File: config.mk
export PLATFORM = sky130hd
export DESIGN_NAME = acc_alu_seq
export DESIGN_NICKNAME = d
export VERILOG_FILES = /design/src/rtl/acc_alu_seq.sv
export SDC_FILE = /design/constraint.sdc
export NUM_CORES = 1
export LEC_CHECK = 0
export ABC_AREA = 1
export CAP_MARGIN = 20
export CORE_MARGIN = 10
export CORE_UTILIZATION = 58
export DETAILED_ROUTE_END_ITERATION = 8
export PLACE_DENSITY = 0.86
export SKIP_CTS_REPAIR_TIMING = 1
export SYNTH_ARGS = -nofsm -noshare
export SYNTH_HDL_FRONTEND = slang
export SYNTH_SLANG_ARGS = --single-unit
File: constraint.sdc
create_clock -name CLK -period 2.5 [get_ports CLK]
set_clock_uncertainty 0.05 [all_clocks]
set_input_delay 0.75 -clock CLK [delete_from_list [all_inputs] [get_ports CLK]]
set_output_delay 0.75 -clock CLK [all_outputs]
set_load 0.05 [all_outputs]
File: src/rtl/acc_alu_seq.sv
// acc_alu_seq
// Clocked accumulator ALU. Holds the accumulator R0, the carry flag and the
// unsigned compare flags. Single-cycle ops finish on the accepting edge.
// Shifts by N and an unsigned multiply run over several cycles behind a
// START/BUSY/DONE handshake.
//
// Ports
//   CLK     : clock, rising edge
//   RESET   : synchronous, active-high reset
//   START   : issue OP this cycle (taken only while idle)
//   OP      : 4-bit operation code
//   SET     : load R0 from SETNUM (taken only while idle, beats START)
//   SETNUM  : immediate for SET
//   INPUT   : second operand, sampled on the accepting edge only
//   OUT     : registered result, follows R0 after each R0-writing op
//   HI      : upper half of the last MUL product
//   SC_OUT  : registered carry flag
//   ZERO    : combinational R0 == 0
//   EQ/LT/GT: registered unsigned compare of R0 against INPUT (CMP only)
//   BUSY    : a multi-cycle op is in progress
//   DONE    : one-cycle pulse when an op's result becomes visible
module acc_alu_seq #(
  parameter int W = 8
) (
  input  logic         CLK,
  input  logic         RESET,
  input  logic         START,
  input  logic [3:0]   OP,
  input  logic         SET,
  input  logic [W-1:0] SETNUM,
  input  logic [W-1:0] INPUT,
  output logic [W-1:0] OUT,
  output logic [W-1:0] HI,
  output logic         SC_OUT,
  output logic         ZERO,
  output logic         EQ,
  output logic         LT,
  output logic         GT,
  output logic         BUSY,
  output logic         DONE
);

  localparam int CW = $clog2(W) + 1;
  localparam logic [CW-1:0] N_MAX = CW'(W);
  localparam logic [W-1:0]  W_LIM = W'(W);

  localparam logic [3:0] OP_MOVE   = 4'd1;
  localparam logic [3:0] OP_ASSIGN = 4'd2;
  localparam logic [3:0] OP_ADD    = 4'd3;
  localparam logic [3:0] OP_SUB    = 4'd4;
  localparam logic [3:0] OP_AND    = 4'd5;
  localparam logic [3:0] OP_XOR    = 4'd6;
  localparam logic [3:0] OP_LSL1   = 4'd7;
  localparam logic [3:0] OP_LSR1   = 4'd8;
  localparam logic [3:0] OP_SHLN   = 4'd9;
  localparam logic [3:0] OP_SHRN   = 4'd10;
  localparam logic [3:0] OP_MUL    = 4'd11;
  localparam logic [3:0] OP_CMP    = 4'd12;
  localparam logic [3:0] OP_CLRC   = 4'd13;
  localparam logic [3:0] OP_SETC   = 4'd14;

  typedef enum logic {IDLE, EXEC} state_t;
  typedef enum logic [1:0] {K_SHL, K_SHR, K_MUL} kind_t;

  state_t state, state_next;

  // Architectural registers
  logic [W-1:0] r0, out_q, hi_q;
  logic         c_q, eq_q, lt_q, gt_q, done_q;

  // Shadow registers used while a multi-cycle op runs; acc_lo doubles as
  // the shift register and as the low product half / remaining multiplier.
  logic [W-1:0]  acc_lo, acc_hi, mcand;
  logic          sh_c;
  kind_t         kind;
  logic [CW-1:0] cnt;

  logic          accept_set, accept_start, is_shift, start_multi, last_step;
  logic [CW-1:0] shift_n;
  logic [W:0]    add_res, sub_res, mul_sum;
  logic [W-1:0]  step_lo, step_hi;
  logic          step_c;

  // Acceptance decode and single-cycle arithmetic. SET wins over START, and
  // nothing is accepted outside IDLE. The shift count saturates at W.
  always_comb begin
    accept_set   = (state == IDLE) && SET;
    accept_start = (state == IDLE) && START && !SET;
    is_shift     = (OP == OP_SHLN) || (OP == OP_SHRN);
    shift_n      = (INPUT >= W_LIM) ? N_MAX : INPUT[CW-1:0];
    start_multi  = accept_start && ((is_shift && (shift_n != '0)) || (OP == OP_MUL));
    last_step    = (cnt == CW'(1));
    add_res      = {1'b0, r0} + {1'b0, INPUT} + {{W{1'b0}}, c_q};
    sub_res      = {1'b0, r0} + {1'b0, ~INPUT} + {{W{1'b0}}, 1'b1};
  end

  // One step of the running multi-cycle op. The multiply is the classic
  // shift-add: add the multiplicand to the high half when the current
  // multiplier bit is set, then shift the whole product right by one.
  always_comb begin
    step_lo = acc_lo;
    step_hi = acc_hi;
    step_c  = sh_c;
    mul_sum = '0;
    case (kind)
      K_SHL: begin
        step_lo = {acc_lo[W-2:0], 1'b0};
        step_c  = acc_lo[W-1];
      end
      K_SHR: begin
        step_lo = {1'b0, acc_lo[W-1:1]};
        step_c  = acc_lo[0];
      end
      default: begin
        mul_sum = {1'b0, acc_hi} + (acc_lo[0] ? {1'b0, mcand} : {(W+1){1'b0}});
        step_hi = mul_sum[W:1];
        step_lo = {mul_sum[0], acc_lo[W-1:1]};
        step_c  = 1'b0;
      end
    endcase
  end

  // State register
  always_ff @(posedge CLK) begin
    if (RESET) state <= IDLE;
    else       state <= state_next;
  end

  // Next-state logic: leave IDLE only for a multi-cycle op with real work,
  // return once the final step has been taken.
  always_comb begin
    state_next = state;
    case (state)
      IDLE:    if (start_multi) state_next = EXEC;
      EXEC:    if (last_step)   state_next = IDLE;
      default: state_next = IDLE;
    endcase
  end

  // Output logic
  always_comb begin
    BUSY   = (state == EXEC);
    ZERO   = (r0 == '0);
    OUT    = out_q;
    HI     = hi_q;
    SC_OUT = c_q;
    EQ     = eq_q;
    LT     = lt_q;
    GT     = gt_q;
    DONE   = done_q;
  end

  // Datapath. In IDLE single-cycle ops commit immediately and multi-cycle
  // ops load the shadow registers. In EXEC only the shadows move until the
  // last step, when R0/OUT/C (and HI for MUL) are written in one go.
  always_ff @(posedge CLK) begin
    if (RESET) begin
      r0     <= '0;
      out_q  <= '0;
      hi_q   <= '0;
      c_q    <= 1'b0;
      eq_q   <= 1'b0;
      lt_q   <= 1'b0;
      gt_q   <= 1'b0;
      done_q <= 1'b0;
      acc_lo <= '0;
      acc_hi <= '0;
      mcand  <= '0;
      sh_c   <= 1'b0;
      kind   <= K_SHL;
      cnt    <= '0;
    end else begin
      done_q <= 1'b0;
      if (state == IDLE) begin
        if (accept_set) begin
          r0 <= SETNUM;
        end else if (accept_start) begin
          done_q <= !start_multi;
          case (OP)
            OP_MOVE: begin
              r0    <= INPUT;
              out_q <= INPUT;
            end
            OP_ASSIGN: out_q <= r0;
            OP_ADD: begin
              {c_q, r0} <= add_res;
              out_q     <= add_res[W-1:0];
            end
            OP_SUB: begin
              {c_q, r0} <= sub_res;
              out_q     <= sub_res[W-1:0];
            end
            OP_AND: begin
              r0    <= r0 & INPUT;
              out_q <= r0 & INPUT;
            end
            OP_XOR: begin
              r0    <= r0 ^ INPUT;
              out_q <= r0 ^ INPUT;
            end
            OP_LSL1: begin
              {c_q, r0} <= {r0, c_q};
              out_q     <= {r0[W-2:0], c_q};
            end
            OP_LSR1: begin
              {r0, c_q} <= {c_q, r0};
              out_q     <= {c_q, r0[W-1:1]};
            end
            OP_SHLN, OP_SHRN: begin
              if (shift_n != '0) begin
                acc_lo <= r0;
                sh_c   <= c_q;
                cnt    <= shift_n;
                kind   <= (OP == OP_SHLN) ? K_SHL : K_SHR;
              end
            end
            OP_MUL: begin
              acc_lo <= r0;
              acc_hi <= '0;
              mcand  <= INPUT;
              cnt    <= N_MAX;
              kind   <= K_MUL;
            end
            OP_CMP: begin
              eq_q <= (r0 == INPUT);
              lt_q <= (r0 <  INPUT);
              gt_q <= (r0 >  INPUT);
            end
            OP_CLRC: c_q <= 1'b0;
            OP_SETC: c_q <= 1'b1;
            default: ;
          endcase
        end
      end else begin
        acc_lo <= step_lo;
        acc_hi <= step_hi;
        sh_c   <= step_c;
        cnt    <= cnt - CW'(1);
        if (last_step) begin
          r0     <= step_lo;
          out_q  <= step_lo;
          c_q    <= step_c;
          done_q <= 1'b1;
          if (kind == K_MUL) hi_q <= step_hi;
        end
      end
    end
  end

endmodule

Word level (Yosys, flattened, before mapping)

Cells that the tools add are included.

Add/subtract/negate cells: 6
Order comparisons: 3
Equality and inequality tests: 22
Mux-type cells: 43
Bitwise gates (word level): 5
Reductions and logical operators: 31

Operators with widths:

| cell                                                                                | number |
|---|---|
| 8-bit 2-to-1 mux                                                                    | 17 |
| 8-bit one-hot mux with 8 select lines                                               | 1 |
| 8-bit one-hot mux with 7 select lines                                               | 1 |
| 8-bit one-hot mux with 2 select lines                                               | 2 |
| 4-bit equality test, second input constant                                          | 7 |
| 8-bit by 8-bit adder with 9-bit output                                              | 3 |
| 4-bit 2-to-1 mux                                                                    | 5 |
| 4-bit AND reduction                                                                 | 5 |
| 9-bit nonzero test                                                                  | 2 |
| 4-bit by 3-bit equality test with 1-bit output, second input constant               | 4 |
| 1-bit 2-to-1 mux                                                                    | 11 |
| 9-bit by 1-bit adder with 9-bit output                                              | 1 |
| 9-bit by 1-bit adder with 9-bit output, second input constant                       | 1 |
| 3-bit AND reduction                                                                 | 3 |
| 8-bit AND                                                                           | 1 |
| 4-bit by 1-bit equality test with 1-bit output, second input constant               | 2 |
| 4-bit by 2-bit equality test with 1-bit output, second input constant               | 2 |
| 8-bit equality test                                                                 | 1 |
| 8-bit by 4-bit greater-or-equal comparator with 1-bit output, second input constant | 1 |
| 8-bit greater-than comparator                                                       | 1 |
| 8-bit zero test                                                                     | 1 |
| 8-bit less-than comparator                                                          | 1 |
| 8-bit inverter                                                                      | 1 |
| 4-bit one-hot mux with 2 select lines                                               | 1 |
| 22 further kinds                                                                    | 35 |

Flip-flop bits (word level): 60
Output and inout bits: 23
Word-level logic and storage cells: 124

Longest topological paths before layout

Gate-level depths: netlist of run 1.

Word-level depth: 10
Depth in mapped cells: 14
Mapped depth without buffers: 13

Least setup slack after synthesis of run 1

Ideal clock, no wire load.

Kind: input to register
Start point: input INPUT[0]
End point: register r0[1]
Setup time: 0.070 ns
Arrival: 2.116 ns
Slack: 0.264 ns
Stages on the path: 8
Buffers on the path: 0
Cells stage by stage: fa_1 -> inv_1 -> fa_1 -> o22ai_1 -> nor3_1 -> o21ai_0 -> nand2_1 -> a21oi_1

Word-level cells in the longest chain between the ends: 7
Elaborated cells on any way between the ends: 9

RTL lines:

| element                                   | RTL line | source |
|---|---|---|
| start: declaration                        | 31       | `input logic [W-1:0] INPUT,` |
| 8-bit inverter                            | 94       | `sub_res = {1'b0, r0} + {1'b0, ~INPUT} + {{W{1'b0}}, 1'b1};` |
| 8-bit by 8-bit adder with 9-bit output    | 94       |  |
| 9-bit by 1-bit adder with 9-bit output    | 94       |  |
| 8-bit one-hot mux with 7 select lines (*) | 179      | `case (OP)` |
| 8-bit 2-to-1 mux (*)                      | 177      | `end else if (accept_start) begin` |
| 8-bit 2-to-1 mux (*)                      | 175      | `if (accept_set) begin` |
| 8-bit 2-to-1 mux (*)                      | 174      | `if (state == IDLE) begin` |
| end signal: assignment                    | 186      | `{c_q, r0} <= add_res;` |
| end signal: assignment                    | 190      | `{c_q, r0} <= sub_res;` |
| end signal: assignment                    | 194      | `r0 <= r0 & INPUT;` |
| end: declaration                          | 68       | `logic [W-1:0] r0, out_q, hi_q;` |

Mark *: on every way between the ends. The rest lies on a longest branch, timed or not. The select of a mux whose other input is x is not followed.
A chain may end at the register's enable or synchronous reset.

Worst setup path after layout of run 1

Start point: input INPUT[3]
End point: register kind[0]

Word-level cells in the longest chain between the ends: 5

RTL lines:

| element                                                      | RTL line | source |
|---|---|---|
| 8-bit by 4-bit greater-or-equal comparator with 1-bit output | 90       | `shift_n = (INPUT >= W_LIM) ? N_MAX : INPUT[CW-1:0];` |
| 4-bit 2-to-1 mux (*)                                         | 90       |  |
| 4-bit nonzero test (*)                                       | 210      | `if (shift_n != '0) begin` |
| 2-bit != test (no source line) (*)                           | --       |  |
| 5-bit AND reduction (no source line) (*)                     | --       |  |
| end signal: assignment                                       | 214      | `kind <= (OP == OP_SHLN) ? K_SHL : K_SHR;` |
| end: declaration                                             | 75       | `kind_t kind;` |

Mark *: on every way between the ends. The rest lies on a longest branch, timed or not.

==> metrics.cfg, run 1 <==
[critical_path]
crit_path_end_kind=register
r2r_start=acc_lo[0]$_SDFFE_PP0P_
ff2ff_setup_slack_ns=0.34
arrival_ns=2.68
crit_type=input pin to register
rr_worst_depth=13
crit_fanout=4
start_kind=input pin
reg2reg_to=HI[5]$_SDFFE_PP0P_
crit_required_ns=2.72

[finish]
num-nets-final=911
syn_to_final_growth_pct=31.2
nFillCells=582
antenna_cells=0
drive_above_1_share_pct=19.6
final_cells=964
design_area_um2=6180

[synth]
ys_warn_count=0
post-synth-top-count-cell=nand2_1
syn-instance-count=739
ys_seq_area_share_pct=25.5
synth_top_area_share_pct=25.5
synth_edf_count=0
ys_ff_latch=60
synth_nets=793
synth.top_cells.by_count=nand2_1, inv_1, nor2_1, a21oi_1, o21ai_0
synthDistinctLibCells=44
avgSynthCellArea_um2=6.38
synthTopCellsByArea=dfxtp_1, nand2_1, inv_1, a21oi_1, nor2_1
synth_ff_type=dfxtp_1
async_flop_share_pct=0
syn-cell-area_um2=4710
yosysTopAreaCell=dfxtp_1

[sta]
period_share_pct=98.1
min_period_ns=2.45
rsz0062_at_grt=true
maxSlewViolCount=0
hold_viol=0
slew_headroom_pct=63.3
tightestPinTransition_ns=0.548
max_freq_mhz=408
setup_viol=0
tns_ns=0

[min_path]
hold_class=register to register
whs_path_depth=2
hold_end=GT$_SDFFE_PP0P_
worstHoldStart=GT$_SDFFE_PP0P_

[floorplan]
die_h_um=110
io_pins=47
start_util_pct=60.4
core_um2=7810
rows=32
die_x_um=110
die-area_um2=12100

[pwr]
vdd_ir_drop_max_uv=318
power.leakage_nw=2.92
total_power_mw=2.86
power_density_nw_per_um2=463

[cts]
cts-root-buf=clkbuf_8
clkTransAtPathRegs_ns=0.08
htreeDepth=3
cts_buffer_depth=2
clock_latency_ns=0.35
cts_tree=done
cts.sinks=60
cts_buffers=9

[run]
maxCapViolations=0

[routing]
vias=5729
post_drt_via_cell_ratio=5.94
routedWlPerCell_um=17.3
first_iter_violations=751
wl_mm=16.7
firstDrtPassIters=7
drc=0
antenna_left=0

[global_route]
grt_antenna_before_repair=0
first_global_vias=5490
grt_max_degree=45
grt_pass1_wl_mm=26.1
globalRouteTotalUtil_pct=26.7
grt_remaining_overflow=0

[placement]
dp_hpwl_mm=12.8
io_buffers=46
gp_congestion=0.994
placed_area_um2=5860
placedCellCount=947

[outcome]
outcome=completed

state kept, by name, summed over array words and instances (netlist names):
name	cells
HI	8
OUT	8
acc_hi	8
acc_lo	8
mcand	8
r0	8
cnt	4
kind	2
BUSY	1
DONE	1
EQ	1
GT	1
LT	1
SC_OUT	1
routing by layer:
layer  part of all wire [%]  vias up  routed length (µm)  track usage [%]
met4                    4.7        0                 779             12.1
met1                     38     2597                6280             31.3
li1                       -     2668                   -                -
met3                     10       91                1710             6.04
met2                     47      373                7920             45.6
met5                      0        -                   0                0
area by class of cell:
cell class	instances	area, µm²	share of cell area [%]
clock buffer	10	128	2.06
tap	102	128	2.06
multi-input combinational	543	3080	49.8
inverter	113	427	6.90
clock inverter	6	63.8	1.03
timing repair buffer	130	1150	18.7
sequential	60	1200	19.4
power breakdown:
part | total [mW] | internal [mW] | switching (mW) | leakage [nW]
clock network | 0.880 | 0.460 | 0.420 | 0.0927
logic | 0.939 | 0.387 | 0.551 | 2.34
registers | 1.04 | 0.993 | 0.0490 | 0.487
per-stage QoR:
stage / hold slack [ns] / util [%] / setup slack, ns
floorplan: 0.402 / - / 0.264
global placement: 0.406 / 75.0 / -0.344
detailed placement: 0.415 / 75.0 / -0.378
CTS: 0.427 / 77.5 / -0.0317
global route: 0.461 / 79.2 / -0.0859
finish: 0.429 / 79.2 / 0.0464
cell usage in the layout (no fill, tap or decap), types with 2 or more instances in the layout:
cell             synthesis  layout
nand2_1                134     131
inv_1                   99      96
nor2_1                  90      87
buf_4                    0      81
a21oi_1                 68      65
o21ai_0                 65      63
dfxtp_1                 60      60
nand3_1                 45      42
clkdlybuf4s50_1          0      42
o22ai_1                 21      21
ha_1                    26      20
o21ai_1                 15      16
nand4_1                 16      16
inv_2                   13      16
clkbuf_8                 0       9
nand2_2                  5       7
nor2_4                   7       7
nor3_1                   7       6
nor3_2                   4       5
nor2_2                   2       5
ha_4                     0       5
buf_12                   0       5
or2_2                    4       4
o211ai_1                 4       4
xnor2_1                  4       4
nand2_4                  3       4
fa_1                     4       4
a22oi_1                  3       3
a21oi_2                  0       3
nand3_2                  0       3
xor2_1                   2       2
o21ai_2                  1       2
clkinvlp_4               0       2
clkinv_2                 0       2
dlymetal6s2s_1           0       2
kinds of logic (layout without fill, tap and decap cells):
group           count (synthesis)  in the layout  share of synthesized area (%)
compound gates                187            187                           22.1
xor+xnor                        6              6                           1.11
fa+ha+maj                      30             30                           8.60
buf+inv                       136            259                           11.7
flops                          60             60                           25.5
simple gates                  320            320                           31.0
critical path: stages:
cell and delay, ns:
clkdlybuf4s50_1 0.43, inv_1 0.13, buf_4 0.18, nand2_1 0.07
nor2_2 0.15, nand3_2 0.11, o21ai_2 0.20, buf_4 0.14
buf_4 0.09, nand2_1 0.11, nand2_1 0.13, nand2_1 0.07
a21oi_1 0.13
worst max-delay path by stage:
stage | from | to | slack [ns] | depth (start not counted)
floorplan | INPUT[0] | r0[1]$_SDFFE_PP0P_ | 0.26 | 8
CTS | INPUT[0] | r0[1]$_SDFFE_PP0P_ | -0.03 | 9
detailed placement | INPUT[3] | OUT[4]$_SDFFE_PP0P_ | -0.38 | 12
global placement | INPUT[0] | OUT[4]$_SDFFE_PP0P_ | -0.34 | 14
global route | INPUT[3] | cnt[1]$_SDFFE_PP0P_ | -0.09 | 12
finish | INPUT[3] | kind[0]$_SDFFE_PP0P_ | 0.05 | 13
No activity file was read; power rests on OpenSTA's default activity.
==> run 2: changes to the inputs <==
--- a/config.mk
+++ b/config.mk
@@ -9,9 +9,11 @@
 export CAP_MARGIN = 20
 export CORE_MARGIN = 10
 export CORE_UTILIZATION = 58
+export CTS_CLUSTER_DIAMETER = 120
 export DETAILED_ROUTE_END_ITERATION = 8
 export PLACE_DENSITY = 0.86
 export SKIP_CTS_REPAIR_TIMING = 1
+export SLEW_MARGIN = 5
 export SYNTH_ARGS = -nofsm -noshare
 export SYNTH_HDL_FRONTEND = slang
 export SYNTH_SLANG_ARGS = --single-unit
==> results of run 2 <==
No change in the layout: final DEF, timing and power equal those of run 1.
